[config.mk]
export PLATFORM = sky130hd
export DESIGN_NAME = instruction_fetch_unit
export DESIGN_NICKNAME = d
export VERILOG_FILES = /design/src/rtl/instruction_fetch_unit.sv
export SDC_FILE = /design/constraint.sdc
export NUM_CORES = 1
export LEC_CHECK = 0
export ABC_AREA = 1
export CAP_MARGIN = 10
export CORE_ASPECT_RATIO = 1.5
export CORE_MARGIN = 10
export CORE_UTILIZATION = 35
export CTS_CLUSTER_SIZE = 14
export DETAILED_ROUTE_END_ITERATION = 16
export GPL_TIMING_DRIVEN = 0
export HOLD_SLACK_MARGIN = 0.12
export PLACE_DENSITY = 0.61
export SETUP_SLACK_MARGIN = 0.1
export SLEW_MARGIN = 0
export SYNTH_ARGS = -nofsm -noshare
export SYNTH_HDL_FRONTEND = slang
export SYNTH_SLANG_ARGS = --single-unit
export TNS_END_PERCENT = 10
[constraint.sdc]
create_clock -name clk -period 6.2 [get_ports clk]
set_clock_uncertainty 0.1 [all_clocks]
set_input_delay 1.86 -clock clk [delete_from_list [all_inputs] [get_ports clk]]
set_output_delay 1.86 -clock clk [all_outputs]
set_load 0.01 [all_outputs]
[src/rtl/instruction_fetch_unit.sv]
// instruction_fetch_unit: PC, req/ack instruction fetch, IR issue and redirect with squash; IFU_PERF_CNT_EN adds issue_count.
module instruction_fetch_unit #(
  parameter int PC_W = 16,
  parameter logic [PC_W-1:0] RESET_PC = '0
) (
  input  logic            clk,
  input  logic            rst,
  output logic            imem_req,
  output logic [PC_W-1:0] imem_addr,
  input  logic            imem_ack,
  input  logic [31:0]     imem_rdata,
  output logic [31:0]     ir,
  output logic [PC_W-1:0] ir_pc,
  output logic            ir_valid,
  input  logic            dec_ready,
  input  logic            br_valid,
  input  logic [1:0]      br_bs,
  input  logic            br_ps,
  input  logic            br_zero,
  input  logic [PC_W-1:0] br_pc,
  input  logic [PC_W-1:0] br_offset,
  input  logic [PC_W-1:0] br_rega
`ifdef IFU_PERF_CNT_EN
  ,output logic [31:0]    issue_count
`endif
);
  typedef enum logic {FETCH, ISSUE} state_t;
  state_t state, state_n;
  logic [PC_W-1:0] pc, pc_n, ir_pc_n, target;
  logic [31:0] ir_n;
  logic ir_valid_n, squash, squash_n, taken, fire;
  always_comb begin
    taken = br_valid & ((br_bs == 2'b01 & (br_zero ^ br_ps)) | br_bs[1]);
    target = br_bs == 2'b10 ? br_rega : br_pc + br_offset;
    fire = imem_req & imem_ack;
  end
  // A redirect while a request is outstanding keeps the old address on the bus until the ack retires it.
  always_comb begin
    state_n = state;
    pc_n = pc;
    ir_n = ir;
    ir_pc_n = ir_pc;
    ir_valid_n = ir_valid;
    squash_n = squash;
    if (state == FETCH) begin
      if (fire) begin
        squash_n = 1'b0;
        if (taken) pc_n = target;
        else if (!squash) begin
          ir_n = imem_rdata;
          ir_pc_n = pc;
          ir_valid_n = 1'b1;
          pc_n = pc + 1'b1;
          state_n = ISSUE;
        end
      end else if (taken) begin
        pc_n = target;
        squash_n = imem_req;
      end
    end else if (taken || dec_ready) begin
      ir_valid_n = 1'b0;
      state_n = FETCH;
      pc_n = taken ? target : pc;
    end
  end
  always_ff @(posedge clk or posedge rst)
    if (rst) begin
      state <= FETCH;
      pc <= RESET_PC;
      ir <= 32'h0;
      ir_pc <= '0;
      ir_valid <= 1'b0;
      squash <= 1'b0;
      imem_req <= 1'b0;
      imem_addr <= RESET_PC;
    end else begin
      state <= state_n;
      pc <= pc_n;
      ir <= ir_n;
      ir_pc <= ir_pc_n;
      ir_valid <= ir_valid_n;
      squash <= squash_n;
      imem_req <= state_n == FETCH;
      imem_addr <= squash_n ? imem_addr : pc_n;
    end
`ifdef IFU_PERF_CNT_EN
  always_ff @(posedge clk or posedge rst)
    if (rst) issue_count <= 32'd0;
    else if (ir_valid && dec_ready) issue_count <= issue_count + 32'd1;
`endif
endmodule

# ---- Yosys cells after proc, flatten, opt, wreduce, memory -nomap -nowiden
# Cells that the tools add are included.
# W data, S select, Z words.
dict set report totals {
  output_inout_bits 66
  word_cells 48
  reg_bits 84
  in_bits 89
}
dict set report classes {
  reduce_logical 4
  mux 20
  n_bitwise 9
  add_sub_neg 2
  n_eq_ne 5
}
# cell count
set ops {}
lappend ops {{$mux W16} 7}
lappend ops {{$add A16 B1 Y16 const B} 1}
lappend ops {{$add A16 B16 Y16} 1}
lappend ops {{$mux W1} 13}
lappend ops {{$reduce_and A4 Y1} 2}
lappend ops {{$ne A2 B2 Y1 const B} 2}
lappend ops {{$not A1 Y1} 4}
lappend ops {{$and A1 B1 Y1} 3}
lappend ops {{$eq A2 B1 Y1 const B} 1}
lappend ops {{$eq A2 B2 Y1 const B} 1}
lappend ops {{$ne A2 B1 Y1 const B} 1}
lappend ops {{$reduce_bool A2 Y1} 1}
lappend ops {{$logic_or A1 B1 Y1} 1}
lappend ops {{$or A1 B1 Y1} 1}
lappend ops {{$xor A1 B1 Y1} 1}

# ---- Logic depth before layout (Yosys ltp)
# Gate-level depths: netlist of the first run.
dict set report logic_depth {
  depth_word 8
  depth_mapped 13
  ltp_nobuf 13
}

# ---- Worst setup path before layout of the first run
# OpenSTA, ideal clock, no wires.
dict set report synth_timing {
  kind {in2reg}
  startpoint {in br_pc[0]}
  endpoint {reg imem_addr[8]}
  cell_stages 12
  setup_ns 0.117
  required_time_ns 5.983
  path_buffers 0
  path_slack_ns 2.757
  t_arrival_ns 3.226
  cell_sequence {ha_1 > fa_1 > nand3_1 > nand3_1 > nand2_1 > nand3_1 > nand2_1 > nand2_1 > o21ai_0 > nand2_1 > nand2_1 > nand2_1}
}
dict set report synth_via {
  elab_chain_cells 5
}
# item line
set synth_rtl {}
lappend synth_rtl {{start, declared} 20} ;# input logic [PC_W-1:0] br_pc,
lappend synth_rtl {{$add A16 B16 Y16 *} 34} ;# target = br_bs == 2'b10 ? br_rega : br_pc + br_offset;
lappend synth_rtl {{$mux W16 *} 34}
lappend synth_rtl {{$mux W16, on equally long branches} {56, 63, 48}}
lappend synth_rtl {{$mux W16, on equally long branches} {46, 60}}
lappend synth_rtl {{$mux W16 *} 45} ;# if (state == FETCH) begin
lappend synth_rtl {{named net pc_n[8]} 29} ;# logic [PC_W-1:0] pc, pc_n, ir_pc_n, target;
lappend synth_rtl {{end signal, assigned} 84} ;# imem_addr <= squash_n ? imem_addr : pc_n;
lappend synth_rtl {{end, declared} 9} ;# output logic [PC_W-1:0] imem_addr,
# The timed path passes the listed nets; every way through them passes the cells marked *.
# A chain may end at the register's enable or synchronous reset.

# ---- Final worst setup path of the first run
# Ends and elaborated chain as after synthesis.

==> results.py, run 1 <==
metrics = {
    "outcome": {
        "status": "complete, no violations",
    },
    "worst_setup_path": {
        "r2r_cells": 12,
        "critical_path_class": "input port to flip-flop",
        "rr_endpoint": "imem_addr[12]$_DFFE_PP0N_",
        "crit_top_cell": "nand2_1",
        "critPathArrivalTime_ns": 3.93,
        "cpMaxStageDelayCell": "fa_1",
        "start_kind": "input port",
        "endpoint_kind": "flip-flop",
        "cp_cell_sequence": "clkdlybuf4s50_1 > ha_1 > fa_1 > nand3_1 > nand3_1 > nand2_1 > nand3_1 > nand2_1 > nand2_1 > o21ai_0 > nand2_1 > nand2_1 > nand2_1",
        "path_max_fanout": 3,
        "r2r_slack_ns": 4.33,
        "r2r-start": "pc[0]$_DFF_PP0_",
        "cp.required_ns": 6.32,
        "crit_path_max_incr_delay_ns": 0.44,
    },
    "sta": {
        "rsz0062_at_grt": "false",
        "fin_crit_ns": 3.81,
        "min_period_over_period": 0.614,
        "hold_viol_final": 0,
        "slew_viol_final": 0,
        "finalSetupTns_ns": 0,
        "setup_viol": 0,
        "relSlewSlack": 0.762,
        "worst_pin_slew_ns": 0.357,
        "fmax_mhz": 263,
    },
    "yosys": {
        "ys_top_cells_by_count": "nand2_1, dfrtp_1, inv_1, nor2_1, nand3_1",
        "synth_edf_count": 0,
        "synthDistinctLibCells": 35,
        "synth_top_area_cell": "dfrtp_1",
        "synth_nets": 760,
        "ys_async_sr_fraction": 1.00,
        "netlist_area_sq_um": 4740,
        "yosysTopAreaCellShare": 0.444,
        "avgSynthCellArea_sq_um": 7.24,
        "ys_top_cells_by_area": "dfrtp_1, nand2_1, inv_1",
        "synth-seq-cells": 84,
        "ys_warn_count": 0,
        "ys_seq_area_frac": 0.444,
        "yosysMostFrequentCell": "nand2_1",
        "synthCells": 654,
        "ys.flop_type": "dfrtp_1",
    },
    "clock_tree": {
        "post-cts-setup-buffers": 0,
        "cts_tree": "done",
        "cts_resized": 0,
        "root_buffer": "clkbuf_16",
        "cts_max_level": 3,
        "cts.clk_slew.worst_paths_ns": 0.06,
        "cts.path.max_buffers": 2,
        "clock_latency_ns": 0.33,
        "ctsHoldBuffers": 0,
        "clock-sinks": 84,
        "cts_buffers": 9,
    },
    "grt": {
        "grt_pass1_vias": 4642,
        "grt_pass1_wl_um": 22600,
        "grt_usage": 0.149,
        "grt_max_degree": 61,
        "grt.overflow.total": 0,
        "antenna_found_initial": 0,
    },
    "final_layout": {
        "n_antenna_cell": 0,
        "nNetsFinal": 926,
        "syn2layout_area_growth_pct": 43.6,
        "post-route-util": 0.507,
        "fillers": 1310,
        "drive_above_1_share": 0.0728,
        "stdcell_area_sq_um": 6800,
    },
    "die": {
        "die_h_um": 162,
        "row_count": 52,
        "die_w_um": 115,
        "dieArea_sq_um": 18700,
        "io_pins": 155,
        "start_util": 0.353,
        "core_area_sq_um": 13400,
    },
    "job": {
        "cap_violations": 0,
    },
    "power": {
        "powerDensity_nw_per_um2": 393,
        "leakage_uw": 0.00346,
        "irDropWorstVdd_mv": 0.142,
    },
    "drt": {
        "num_vias": 4560,
        "via_per_inst": 4.62,
        "dr.pass1.iters": 6,
        "drt_iter0_drc": 223,
        "drc": 0,
        "wl_per_cell_um": 14.6,
        "ant_nets": 0,
        "routed_wl_um": 14400,
    },
    "hold_path": {
        "hold_path.class": "flip-flop to flip-flop",
        "worstHoldStart": "ir[19]$_DFFE_PP0P_",
        "hold_end": "ir[19]$_DFFE_PP0P_",
        "hold_depth": 2,
    },
    "place": {
        "gp_congestion": 0.878,
        "portBuffers": 154,
        "hpwlAfterDp_um": 12000,
        "post_dp_cell_area_sq_um": 6510,
    },
}
[per-stage QoR]
step	setup slack (ns)	hold slack [ns]	cells	total power, uW
global route	2.24	0.397	986	2870
global placement	0.769	0.361	970	2160
detailed placement	2.03	0.364	971	2190
CTS	2.39	0.380	986	2710
floorplan	2.07	0.406	654	1530
finish	2.39	0.376	986	2670
[state kept, by name, indices dropped and copies added (netlist names)]
signal and count:
squash 1, imem_req 1, ir_valid 1, ir_pc 16, pc 16, state 1
ir 32, imem_addr 16
[cells by family after synthesis]
family,share of synthesized area
and+or+nand+nor,0.359
xor gates and xnor gates,0.0148
DFF,0.444
AOI/OAI and AO/OA,0.0499
adders and majority gates,0.0465
buffers and inverters,0.0859
[how the worst max path moves through the flow]
| stage | start | end | slack, ns | depth (start not counted) |
|---|---|---|---|---|
| 3_5_place_dp | br_pc[0] | imem_addr[8]$_DFFE_PP0N_ | 2.03 | 13 |
| 2_1_floorplan | rst | imem_addr[0]$_DFFE_PP0N_ | 2.07 | 1 |
| 3_3_place_gp | rst | ir[1]$_DFFE_PP0P_ | 0.77 | 2 |
| 6_report | br_pc[0] | imem_addr[8]$_DFFE_PP0N_ | 2.39 | 13 |
| 5_1_grt | br_pc[0] | imem_addr[8]$_DFFE_PP0N_ | 2.24 | 13 |
| 4_1_cts | br_pc[0] | imem_addr[8]$_DFFE_PP0N_ | 2.39 | 13 |
[cells in the final DEF (no fill, tap or decap), types with 5 or more instances in the layout]
cell type / synthesis / layout
nand2_1: 302 / 302
nor2_1: 39 / 39
ha_1: 16 / 16
a21oi_1: 12 / 12
nor3_1: 5 / 5
inv_2: 7 / 7
dfrtp_1: 84 / 84
nand4_1: 7 / 7
inv_1: 64 / 63
nand3_1: 36 / 36
clkbuf_16: 0 / 9
clkdlybuf4s50_1: 0 / 154
o21ai_0: 5 / 5
o21ai_1: 17 / 17
buf_2: 10 / 10
[critical path: cells and delay by family]
family | cells | cell delay [ns]
fa+ha+maj | 2 | 0.68
buf+inv | 1 | 0.40
compound gates | 1 | 0.17
simple gates | 9 | 0.82
[power by group]
part | leakage [uW] | total, uW | internal, uW | switching [uW]
clock network | 0.000145 | 509 | 312 | 196
registers | 0.00103 | 939 | 786 | 153
logic | 0.00228 | 1220 | 606 | 616
[layout make-up]
cell class	instances	area, sq um	area share
buffer	17	118	0.0173
clock buffer	14	284	0.0418
clock inverter	1	5.00	0.000736
inverter	75	292	0.0429
multi-input combinational	478	2230	0.328
sequential	84	2100	0.309
tap	162	203	0.0298
timing repair buffer	155	1570	0.231
[metal layers]
metal | wire [um] | global-route usage | share of wire
met1 | 5550 | 0.146 | 0.39
met2 | 7670 | 0.287 | 0.53
met3 | 920 | 0.0406 | 0.064
met4 | 233 | 0.0457 | 0.016
met5 | 0 | 0 | 0
Note: power is estimated with default switching activity, not from simulation.
==> inputs of run 2 (changes only) <==
- PLACE_DENSITY: 0.61 -> 0.63
- clock period: 6.2 -> 3.5 ns (I/O delays scaled with it)
==> run 2 against run 1 <==
Final area up 0.64%. Sequential share of layout area down 0.20 points. Flip-flop and latch count unchanged. Combinational power up 77%. Non-clock buffer count unchanged. Worst hold slack better by 0.0026 ns. Global-route usage up 0.39 points. Sequential power up 76%. Setup slack worse by 1.9 ns. Clock power up 110%. Largest power group unchanged. Highest routed layer unchanged.
==> results.py, run 2 (synthesis results as in run 1) <==
metrics = {
    "outcome": {
        "status": "complete, no violations",
    },
    "clock_tree": {
        "clock_latency_ns": 0.34,
        "cts_tree": "done",
        "cts_buffers": 9,
        "cts_max_level": 3,
        "clock-sinks": 84,
        "ctsHoldBuffers": 0,
        "cts.clk_slew.worst_paths_ns": 0.06,
        "cts_resized": 0,
        "cts.path.max_buffers": 2,
        "post-cts-setup-buffers": 0,
        "root_buffer": "clkbuf_16",
    },
    "worst_setup_path": {
        "crit_top_cell": "nand2_1",
        "crit_start": "br_pc[0]",
        "r2r_cells": 12,
        "cp.required_ns": 3.63,
        "critPathArrivalTime_ns": 3.16,
        "r2r_slack_ns": 1.60,
        "endpoint_kind": "flip-flop",
        "rr_endpoint": "imem_addr[12]$_DFFE_PP0N_",
        "critical_path.endpoint": "imem_addr[8]$_DFFE_PP0N_",
        "crit_path_max_incr_delay_ns": 0.43,
        "critPathTopFamily": "simple AND/OR/NAND/NOR gates",
        "path_max_fanout": 3,
        "critical_path_class": "input port to flip-flop",
        "start_kind": "input port",
        "r2r-start": "pc[0]$_DFF_PP0_",
        "worst-path-stages": 13,
        "worst-path-buf-inv": 1,
        "cpMaxStageDelayCell": "fa_1",
        "cp_cell_sequence": "clkdlybuf4s50_1 > ha_1 > fa_1 > nand3_1 > nand3_1 > nand2_1 > nand3_1 > nand2_1 > nand2_1 > o21ai_0 > nand2_1 > nand2_1 > nand2_1",
    },
    "drt": {
        "via_per_inst": 4.63,
        "dr.pass1.iters": 4,
        "routed_wl_um": 14200,
        "num_vias": 4567,
        "drt_iter0_drc": 244,
        "wl_per_cell_um": 14.3,
        "drc": 0,
        "ant_nets": 0,
    },
    "place": {
        "gp_congestion": 0.875,
        "portBuffers": 154,
        "dpl_worst_slack_ns": 0.124,
        "hpwlAfterDp_um": 11600,
    },
    "sta": {
        "hold_viol_final": 0,
        "finalSetupTns_ns": 0,
        "worst_pin_slew_ns": 0.390,
        "slew_viol_final": 0,
        "rsz0062_at_grt": "false",
        "min_period_over_period": 0.867,
        "relSlewSlack": 0.740,
        "worst_slack_ns": 0.467,
        "setup_viol": 0,
        "fmax_mhz": 330,
        "fin_crit_ns": 3.03,
    },
    "final_layout": {
        "drive_above_1_share": 0.0727,
        "layout_commonest_cell": "nand2_1",
        "n_antenna_cell": 0,
        "top_register": "ir",
        "largest_register_ffs": 32,
        "final_cell_mix": "nand2_1, clkdlybuf4s50_1, dfrtp_1",
        "nNetsFinal": 926,
        "syn2layout_area_growth_pct": 44.5,
    },
    "die": {
        "die_w_um": 115,
        "dieArea_sq_um": 18700,
        "start_util": 0.353,
        "row_count": 52,
        "die_h_um": 162,
        "io_pins": 155,
        "core_area_sq_um": 13400,
    },
    "grt": {
        "grt_pass1_wl_um": 23200,
        "grt_pass1_vias": 4922,
        "antenna_found_initial": 0,
        "grt.overflow.total": 0,
        "grt_max_degree": 57,
        "grt_usage": 0.153,
    },
    "job": {
        "cap_violations": 0,
    },
    "power": {
        "power_uw": 4880,
        "irDropWorstVdd_mv": 0.249,
        "leakage_uw": 0.00347,
        "powerDensity_nw_per_um2": 713,
    },
    "hold_path": {
        "hold_depth": 2,
        "hold_path.class": "flip-flop to flip-flop",
    },
}
run 2: where the power goes:
group | total, uW | switching (uW) | leakage [uW] | internal [uW]
combinational | 2160 | 1090 | 0.00228 | 1070
clock | 1060 | 365 | 0.000163 | 695
sequential | 1650 | 261 | 0.00103 | 1390
run 2: area by class of cell:
cell class / count / area, sq um
Multi-Input combinational cell: 478 / 2230
Inverter: 75 / 292
Fill cell: 1326 / 6560
Tap cell: 162 / 203
Clock buffer: 11 / 233
Timing Repair Buffer: 155 / 1570
Sequential cell: 84 / 2100
Buffer: 17 / 118
Clock inverter: 5 / 100
run 2: worst register-to-register path, cell delays in order (launching register included):
cell and delay [ns]:
dfrtp_1 0.42, ha_1 0.22, nand2_1 0.07, nor2_1 0.18, nand2_1 0.15, nor2_1 0.11, nand2_1 0.09, nor2_2 0.10
nand2_1 0.08, nand3_2 0.08, nand2_2 0.05, nand2_1 0.08, nand2_1 0.05
run 2: routing by layer:
layer	part of all wire	vias up	global-route usage
met1	0.39	2080	0.159
li1	-	2358	-
met2	0.54	113	0.289
met5	0	-	0
met4	0.017	0	0.0609
met3	0.048	16	0.0277
run 2: through the flow:
step	cells	hold WS, ns	util	cell area [sq um]
after floorplan	654	0.406	-	4740
after global placement	970	0.361	0.483	6480
after detailed placement	971	0.364	0.486	6510
after CTS	987	0.380	0.511	6840
after global routing	987	0.403	0.511	6840
final	987	0.379	0.511	6840
run 2: worst min path at each step:
stage	start	slack, ns	end
2_1_floorplan	imem_addr[1]$_DFFE_PP0N_	0.41	imem_addr[1]$_DFFE_PP0N_
6_report	ir_pc[5]$_DFFE_PP0P_	0.38	ir_pc[5]$_DFFE_PP0P_
3_5_place_dp	ir[30]$_DFFE_PP0P_	0.36	ir[30]$_DFFE_PP0P_
3_3_place_gp	ir[30]$_DFFE_PP0P_	0.36	ir[30]$_DFFE_PP0P_
4_1_cts	ir[30]$_DFFE_PP0P_	0.38	ir[30]$_DFFE_PP0P_
5_1_grt	ir[9]$_DFFE_PP0P_	0.40	ir[9]$_DFFE_PP0P_
==> inputs of run 3 (changes only) <==
- CTS_BUF_LIST: unset -> sky130_fd_sc_hd__clkbuf_4
- SETUP_SLACK_MARGIN: 0.1 -> unset
==> run 3 against run 2 <==
Cell count increased by 0.10%. Sequential power hardly changed. Via count fell by 0.44%.
==> results.py, run 3 (synthesis results as in run 1) <==
metrics = {
    "final_layout": {
        "syn2layout_area_growth_pct": 41.4,
        "final_cell_mix": "nand2_1, clkdlybuf4s50_1, dfrtp_1",
        "top_register": "ir",
        "layout_commonest_cell": "nand2_1",
        "stdcell_area_sq_um": 6700,
        "drive_above_1_share": 0.0752,
        "fillers": 1339,
        "largest_register_ffs": 32,
        "nNetsFinal": 926,
    },
    "sta": {
        "fin_crit_ns": 2.92,
        "worst_pin_slew_ns": 0.390,
        "finalSetupTns_ns": 0,
        "relSlewSlack": 0.740,
        "slew_viol_final": 0,
        "rsz0062_at_grt": "false",
        "fmax_mhz": 342,
        "hold_viol_final": 0,
        "min_period_over_period": 0.835,
        "setup_viol": 0,
    },
    "clock_tree": {
        "cts_max_level": 3,
        "clock-sinks": 84,
        "cts.path.max_buffers": 2,
        "cts_tree": "done",
        "ctsHoldBuffers": 0,
        "root_buffer": "clkbuf_4",
        "post-cts-setup-buffers": 0,
        "cts_resized": 0,
        "cts_buffers": 9,
        "cts.clk_slew.worst_paths_ns": 0.13,
        "clock_latency_ns": 0.43,
    },
    "die": {
        "core_area_sq_um": 13400,
        "dieArea_sq_um": 18700,
        "row_count": 52,
        "die_h_um": 162,
        "start_util": 0.353,
        "die_w_um": 115,
        "io_pins": 155,
    },
    "outcome": {
        "status": "complete, no violations",
    },
    "power": {
        "powerDensity_nw_per_um2": 674,
        "irDropWorstVdd_mv": 0.198,
        "leakage_uw": 0.00341,
    },
    "worst_setup_path": {
        "cp.required_ns": 3.74,
        "crit_path_max_incr_delay_ns": 0.43,
        "critPathTopFamily": "simple AND/OR/NAND/NOR gates",
        "start_kind": "input port",
        "worst-path-buf-inv": 1,
        "critPathArrivalTime_ns": 3.17,
        "endpoint_kind": "flip-flop",
        "cp_cell_sequence": "clkdlybuf4s50_1 > ha_1 > fa_1 > nand3_1 > nand3_1 > nand2_1 > nand3_1 > nand2_1 > nand2_1 > o21ai_0 > nand2_1 > nand2_1 > nand2_1",
        "critical_path_class": "input port to flip-flop",
        "path_max_fanout": 3,
        "cpMaxStageDelayCell": "fa_1",
        "crit_top_cell": "nand2_1",
    },
    "hold_path": {
        "hold_path.class": "flip-flop to flip-flop",
    },
    "drt": {
        "num_vias": 4547,
        "ant_nets": 0,
        "via_per_inst": 4.60,
        "routed_wl_um": 14100,
        "drt_iter0_drc": 242,
        "dr.pass1.iters": 4,
        "drc": 0,
        "wl_per_cell_um": 14.2,
    },
    "place": {
        "gp_congestion": 0.875,
        "post_dp_cell_area_sq_um": 6510,
        "portBuffers": 154,
        "hpwlAfterDp_um": 11600,
    },
    "grt": {
        "grt_pass1_vias": 4883,
        "antenna_found_initial": 1,
        "grt.overflow.total": 0,
        "grt_pass1_wl_um": 23100,
        "grt_max_degree": 57,
        "grt_usage": 0.151,
    },
    "job": {
        "cap_violations": 0,
    },
}
run 3: changes by cell type in the layout (fill, tap and decap cells not counted):
cell / previous run / this run
clkbuf_16: 9 / 0
clkbuf_1: 2 / 0
diode_2: 0 / 1
clkbuf_4: 0 / 11
run 3: report_power, final:
part / total, uW / switching (uW) / internal [uW]
Sequential: 1640 / 260 / 1380
Clock: 706 / 330 / 376
Combinational: 2160 / 1090 / 1070
run 3: routing by layer:
metal	global-route usage	part of all wire	up-vias	routed length, um
met2	0.287	0.54	123	7570
met4	0.0564	0.017	0	241
met3	0.0262	0.051	16	718
met5	0	0	-	0
li1	-	-	2348	-
met1	0.159	0.39	2060	5530
run 3: tightest hold or removal path: stages (launching register included):
cell and delay (ns):
dfrtp_1 0.37, nand2_1 0.06, nand2_1 0.05
run 3: cell type report:
| cell class | instances | area, sq um | share of cell area |
|---|---|---|---|
| antenna | 1 | 2.50 | 0.000374 |
| timing repair buffer | 155 | 1570 | 0.234 |
| multi-input combinational | 478 | 2230 | 0.333 |
| buffer | 17 | 118 | 0.0176 |
| clock inverter | 5 | 100 | 0.0150 |
| clock buffer | 11 | 82.6 | 0.0123 |
| sequential | 84 | 2100 | 0.314 |
| tap | 162 | 203 | 0.0303 |
| inverter | 75 | 292 | 0.0435 |
run 3: final timing paths:
path	to	cells after the start	from	slack, ns
worst max-delay path	imem_addr[8]$_DFFE_PP0N_	13	br_pc[0]	0.58
worst min-delay path	ir_pc[5]$_DFFE_PP0P_	2	ir_pc[5]$_DFFE_PP0P_	0.40
worst max register to register	imem_addr[12]$_DFFE_PP0N_	12	pc[0]$_DFF_PP0_	1.58
worst min register to register	ir_pc[5]$_DFFE_PP0P_	2	ir_pc[5]$_DFFE_PP0P_	0.40
max in group asynchronous	pc[4]$_DFF_PP0_	3	rst	1.85
min in group asynchronous	ir[25]$_DFFE_PP0P_	2	rst	0.83
run 3: metrics by stage:
step / hold slack, ns / std cells / setup WS [ns] / utilization / power [uW]
6_report: 0.396 / 988 / 0.577 / 0.500 / 4510
2_1_floorplan: 0.406 / 654 / 0.185 / - / 2700
3_3_place_gp: 0.361 / 970 / -1.14 / 0.483 / 3810
3_5_place_dp: 0.364 / 971 / 0.124 / 0.486 / 3860
4_1_cts: 0.396 / 987 / 0.603 / 0.499 / 4580
5_1_grt: 0.420 / 988 / 0.370 / 0.500 / 4870
